[src/rtl/branch_predictor_bht_if.sv]
// Decode-side prediction and EX-side resolution signals of the bimodal branch predictor.
// The pipeline drives through master; the predictor sits on slave.
interface branch_predictor_bht_if;
  logic [31:0] i_dec_pc;
  logic        i_dec_valid;
  logic        i_dec_is_jump;
  logic [31:0] i_dec_target;
  logic        o_prediction;
  logic [31:0] o_target_post_predict;
  logic        i_ex_valid;
  logic [31:0] i_ex_pc;
  logic        i_ex_prediction;
  logic        i_ex_outcome;
  logic [31:0] o_branch_count;
  logic [31:0] o_mispredict_count;

  modport master (
    output i_dec_pc, i_dec_valid, i_dec_is_jump, i_dec_target,
    output i_ex_valid, i_ex_pc, i_ex_prediction, i_ex_outcome,
    input  o_prediction, o_target_post_predict,
    input  o_branch_count, o_mispredict_count
  );

  modport slave (
    input  i_dec_pc, i_dec_valid, i_dec_is_jump, i_dec_target,
    input  i_ex_valid, i_ex_pc, i_ex_prediction, i_ex_outcome,
    output o_prediction, o_target_post_predict,
    output o_branch_count, o_mispredict_count
  );
endinterface

[src/rtl/branch_predictor_bht.sv]
// Bimodal predictor: untagged table of 2-bit saturating counters indexed by PC[INDEX_BITS+1:2],
// combinational lookup in decode, registered training from EX, plus branch/mispredict counters.
module branch_predictor_bht #(
  parameter int unsigned INDEX_BITS = 6,
  parameter logic [1:0]  CTR_RESET  = 2'b01
) (
  input logic             clk,
  input logic             rst_n,
  branch_predictor_bht_if.slave bp
);

  localparam int unsigned DEPTH = 1 << INDEX_BITS;

  logic [1:0]            bht_q [DEPTH];
  logic [31:0]           branch_count_q;
  logic [31:0]           mispredict_count_q;

  logic [INDEX_BITS-1:0] idx_d;
  logic [INDEX_BITS-1:0] idx_e;
  logic [1:0]            ctr_cur;
  logic [1:0]            ctr_next;
  logic                  prediction;
  logic [31:0]           fallthrough;

  assign idx_d       = bp.i_dec_pc[INDEX_BITS+1:2];
  assign idx_e       = bp.i_ex_pc[INDEX_BITS+1:2];
  assign fallthrough = bp.i_dec_pc + 32'd4;

  // Lookup reads the registered table only, so a same-cycle update to this entry is not seen.
  always_comb begin
    prediction                = 1'b0;
    bp.o_target_post_predict  = fallthrough;
    if (bp.i_dec_valid) begin
      prediction = bp.i_dec_is_jump ? 1'b1 : bht_q[idx_d][1];
      if (prediction) begin
        bp.o_target_post_predict = bp.i_dec_target;
      end
    end
  end

  assign bp.o_prediction = prediction;

  always_comb begin
    ctr_cur  = bht_q[idx_e];
    ctr_next = ctr_cur;
    if (bp.i_ex_outcome) begin
      if (ctr_cur != 2'b11) ctr_next = ctr_cur + 2'd1;
    end else begin
      if (ctr_cur != 2'b00) ctr_next = ctr_cur - 2'd1;
    end
  end

  always_ff @(posedge clk) begin
    if (!rst_n) begin
      for (int unsigned i = 0; i < DEPTH; i++) begin
        bht_q[i] <= CTR_RESET;
      end
      branch_count_q     <= '0;
      mispredict_count_q <= '0;
    end else if (bp.i_ex_valid) begin
      bht_q[idx_e]   <= ctr_next;
      branch_count_q <= branch_count_q + 32'd1;
      if (bp.i_ex_prediction != bp.i_ex_outcome) begin
        mispredict_count_q <= mispredict_count_q + 32'd1;
      end
    end
  end

  assign bp.o_branch_count     = branch_count_q;
  assign bp.o_mispredict_count = mispredict_count_q;

endmodule

[src/flat_wrapper.sv]
// flat-port wrapper written by rule: the top's interface ports become plain ports
module branch_predictor_bht_flat 
#(
  parameter int unsigned INDEX_BITS = 6,
  parameter logic [1:0]  CTR_RESET  = 2'b01
)
  (clk, rst_n, bp_i_dec_pc, bp_i_dec_valid, bp_i_dec_is_jump, bp_i_dec_target, bp_i_ex_valid, bp_i_ex_pc, bp_i_ex_prediction, bp_i_ex_outcome, bp_o_prediction, bp_o_target_post_predict, bp_o_branch_count, bp_o_mispredict_count);
  branch_predictor_bht_if bp_i ();
  input logic clk;
  input logic rst_n;
  input wire logic [$bits(bp_i.i_dec_pc)-1:0] bp_i_dec_pc;
  input wire logic [$bits(bp_i.i_dec_valid)-1:0] bp_i_dec_valid;
  input wire logic [$bits(bp_i.i_dec_is_jump)-1:0] bp_i_dec_is_jump;
  input wire logic [$bits(bp_i.i_dec_target)-1:0] bp_i_dec_target;
  input wire logic [$bits(bp_i.i_ex_valid)-1:0] bp_i_ex_valid;
  input wire logic [$bits(bp_i.i_ex_pc)-1:0] bp_i_ex_pc;
  input wire logic [$bits(bp_i.i_ex_prediction)-1:0] bp_i_ex_prediction;
  input wire logic [$bits(bp_i.i_ex_outcome)-1:0] bp_i_ex_outcome;
  output wire logic [$bits(bp_i.o_prediction)-1:0] bp_o_prediction;
  output wire logic [$bits(bp_i.o_target_post_predict)-1:0] bp_o_target_post_predict;
  output wire logic [$bits(bp_i.o_branch_count)-1:0] bp_o_branch_count;
  output wire logic [$bits(bp_i.o_mispredict_count)-1:0] bp_o_mispredict_count;
  assign bp_i.i_dec_pc = bp_i_dec_pc;
  assign bp_i.i_dec_valid = bp_i_dec_valid;
  assign bp_i.i_dec_is_jump = bp_i_dec_is_jump;
  assign bp_i.i_dec_target = bp_i_dec_target;
  assign bp_i.i_ex_valid = bp_i_ex_valid;
  assign bp_i.i_ex_pc = bp_i_ex_pc;
  assign bp_i.i_ex_prediction = bp_i_ex_prediction;
  assign bp_i.i_ex_outcome = bp_i_ex_outcome;
  assign bp_o_prediction = bp_i.o_prediction;
  assign bp_o_target_post_predict = bp_i.o_target_post_predict;
  assign bp_o_branch_count = bp_i.o_branch_count;
  assign bp_o_mispredict_count = bp_i.o_mispredict_count;
  branch_predictor_bht #(.INDEX_BITS(INDEX_BITS), .CTR_RESET(CTR_RESET)) u_core (.clk(clk), .rst_n(rst_n), .bp(bp_i));
endmodule
[config.mk]
export PLATFORM = sky130hd
export DESIGN_NAME = branch_predictor_bht_flat
export DESIGN_NICKNAME = d
export VERILOG_FILES = /design/src/rtl/branch_predictor_bht_if.sv /design/src/rtl/branch_predictor_bht.sv /design/src/flat_wrapper.sv
export SDC_FILE = /design/constraint.sdc
export NUM_CORES = 1
export LEC_CHECK = 0
export CAP_MARGIN = 20
export CORE_MARGIN = 2
export CORE_UTILIZATION = 44
export CTS_BUF_LIST = sky130_fd_sc_hd__clkbuf_8
export CTS_CLUSTER_DIAMETER = 50
export CTS_CLUSTER_SIZE = 40
export DETAILED_ROUTE_END_ITERATION = 8
export PLACE_DENSITY = 0.66
export SYNTH_ARGS = -nofsm -noshare
export SYNTH_HDL_FRONTEND = slang
export SYNTH_SLANG_ARGS = --single-unit
[constraint.sdc]
create_clock -name clk -period 8 [get_ports clk]
set_input_delay 1.2 -clock clk [delete_from_list [all_inputs] [get_ports clk]]
set_output_delay 1.2 -clock clk [all_outputs]
set_load 0.05 [all_outputs]
==> impl_results.md <==
* Outcome: finished clean
* Fin. Hold Viols at 0
* CTS H-Tree Depth at 4
* Syn avg cell area at 10.2 um2
* First-pass GRT wire length at 47.1 mm
* Worst slew pin tran at 1.08 ns
* Vias per cell at a little under 6
* Final setup viols at 0
* Instance count of the mapped netlist at 1064
* Commonest cells after routing, fill and taps aside: clkdlybuf4s50_1 (170), edfxtp_1 (128), nand2_1 (99)
* Synthesized cell area at 0.0108 mm2
* # resized after CTS at 0
* DIE WIDTH at around 160 um
* Yosys cell types at 55
* WP data arrival at 5.29 ns
* Clock slew at reported path FFs at 0.10 ns
* Initial antenna violation count at 0
* DR DRC count at 0
* Syn Nets at between 1000 and 1500
* Layout cells sized above 1 at 0.101
* RSZ-0062 raised after global routing: false
* DR iter-0 viols at 785
* Initial Util at 0.447
* Synth Area in XOR/XNOR at 0.0614
* Final Max Tran Viols at 0
* Diode count at 0
* Compound-Gate Fraction of Synth Area at 0.0756
* DP Area at ~0.013 mm2
* Die Span Y at 161 um
* Met2 usage at 0.372
* Worst Setup End Kind: output pin
* Crit-path slowest cell: clkdlybuf4s50_1
* Largest family of logic cells by synthesized area: simple AND/OR/NAND/NOR gates
* Clock Skew at 0.0197 ns
* Post-Synth Adder-Cell Area at 0.00542
* Met1 Track Usage GR at 0.301
* Max Cap Violations at 0
* Asr flop ratio synth at 0
* Root Driver: clkbuf_8
* IO buf count at 173
* Maximum fanout along the worst path at 33
* Critical path launch point type: input pin
* Core box area at 0.0242 mm2
* Critical path class: input pin to output pin
* Routed Antenna Nets at 0
* EDFF count, synth at 128
* Tot GR Track Use at 0.231
* Hold Path Class: flop to flop
* Synth Area in Simple Gates at 0.219
* Buffers and inverters on the worst path at 3
* Most common cell after layout, fill and taps aside: clkdlybuf4s50_1
* Post-DP HPWL at 20.1 mm
* Setup bufs post-CTS at 0
* Hold-fix buffers, CTS at 0
* Number of global-route vias before repair at 8604
* Area Growth Syn to Fin at 19.9%
* IO Pins at 200
* Wire per inst at 19.6 um
* Total power at 2.09 mW
* Power Dens Cells at about 160 mW/mm2
* Max incr delay on CP at around 1.1 ns
* CTS tree: built
* Rows at 57
* Worst path cell trace: clkdlybuf4s50_1 > mux4_2 > mux4_2 > nor3b_1 > a21oi_1 > nand4_1 > o21ai_2 > buf_4 > mux2_2 > clkdlybuf4s50_1
* CP delay by family, top: buffers and inverters
* CTS Buffer Depth at 2
* Clk_lat worst skew at 0.47 ns
* Die area at approximately 0.026 mm2
* Total iterations of the first detailed-routing run at 6
* Post-synthesis mux area share at 0.122
* Via count at 8852
* Top area cells in the synthesized netlist: edfxtp_1 (35%), dfxtp_1 (12%), mux4_2 (4.8%)
* Tmin final at 6.49 ns
* Leak at between 4 and 5 nW
* Dominant synthesized flop cell: edfxtp_1
* Top-area cell type share of the netlist area at 0.354
* Setup TNS at 0 ns
* Worst EP required at 6.80 ns
* Routability congestion estimate at 0.862
* Yosys warns at 0
* Leading area contributor after synthesis: edfxtp_1
* CTS Buf Count at 17
* Post-Route Utilization at 0.536
* Clk sinks at 192
* Final nets at 1291
* Met3 Use GR at 0.0673
* Post-synthesis register bit count at 192
* Peak Freq at 154 MHz
* Peak supply drop at 0.108 mV
* Design area at approximately 0.013 mm2
* Grt peak-use layer: met2
* Period utilization at 0.811
* Remaining global-route overflow at 0
* Relative slew margins at 0.276
* Routed WL at 29.8 mm
* Seq/Total Area, Yosys at 0.473
* Largest net degree at the start of global routing at 106
-- through the flow --
| step | std cells | hold slack, ns | worst slack, ns |
|---|---|---|---|
| after global routing | 1522 | 0.525 | 1.36 |
| after detailed placement | 1490 | 0.478 | 1.52 |
| after global placement | 1490 | 0.473 | 1.57 |
| after floorplan | 1064 | 0.688 | 2.83 |
| after CTS | 1522 | 0.497 | 1.52 |
| final | 1522 | 0.500 | 1.51 |
-- cells by family (layout without fill, tap and decap cells) --
| logic type | Yosys count | after routing |
|---|---|---|
| multiplexers | 98 | 98 |
| buffers and inverters | 96 | 230 |
| AO/OA/AOI/OAI | 132 | 132 |
| AND/OR/NAND/NOR | 465 | 465 |
| XOR/XNOR | 76 | 76 |
| flip-flops | 192 | 192 |
| adder cells (fa/ha/maj) | 5 | 5 |
-- report_power, final --
group / switching (mW) / internal (mW)
clock network: 0.381 / 0.226
registers: 0.0118 / 1.07
logic: 0.248 / 0.147
-- synth_stat cells, types with 4 or more instances --
cell and n:
clkbuf_1 46, a22oi_1 7, o21ai_0 68, buf_6 10
a21oi_1 12, xor2_1 23, dfxtp_1 64, xnor2_1 53
a221oi_1 7, nand3_1 95, nand4_1 26, nand2_1 99
and3_1 18, buf_1 4, edfxtp_1 128, and4_1 10
nor3b_1 4, buf_2 18, nor4_1 5, a21boi_0 15
mux2_2 43, or3_1 16, inv_1 11, nor2b_1 14
mux4_2 23, nor2_1 56, buf_4 5, nor3_1 60
and2_1 46, mux2i_1 32
-- area by class of cell --
class                   count  area [um2]
fillers                  2220       11200
multi-input cells         776        5250
flip-flops and latches    192        5120
repair buffers            186        1820
well taps                 324         405
clock buffers              17         234
clock inverters            15         128
inverters                  12        45.0
-- worst paths after layout --
check                          startpoint                            to  slack, ns  cells past startpoint
max                        bp_i_dec_pc[2]  bp_o_target_post_predict[15]       1.51                     10
min          u_core.bp.o_branch_count[25]  u_core.bp.o_branch_count[25]       0.50                      2
max reg2reg           u_core.bht_q[15][1]            u_core.bht_q[2][0]       4.61                      8
min reg2reg  u_core.bp.o_branch_count[25]  u_core.bp.o_branch_count[25]       0.50                      2
-- tightest hold or removal path, stage by stage, from the launching register on --
cell and delay [ns]:
dfxtp_1 0.35, nand2_1 0.06, mux2i_1 0.06
-- registers in the layout, summed over array words and instances, names as in the netlist --
name	count
u_core.bp.o_branch_count	32
u_core.bht_q	128
u_core.bp.o_mispredict_count	32
-- routing by layer --
layer  part of all wire  up-vias
li1                   -     4135
met1               0.41     4185
met2               0.45      479
met3               0.11       53
met4              0.024        0
met5                  0        -
No activity file was read; power rests on OpenSTA's default activity.
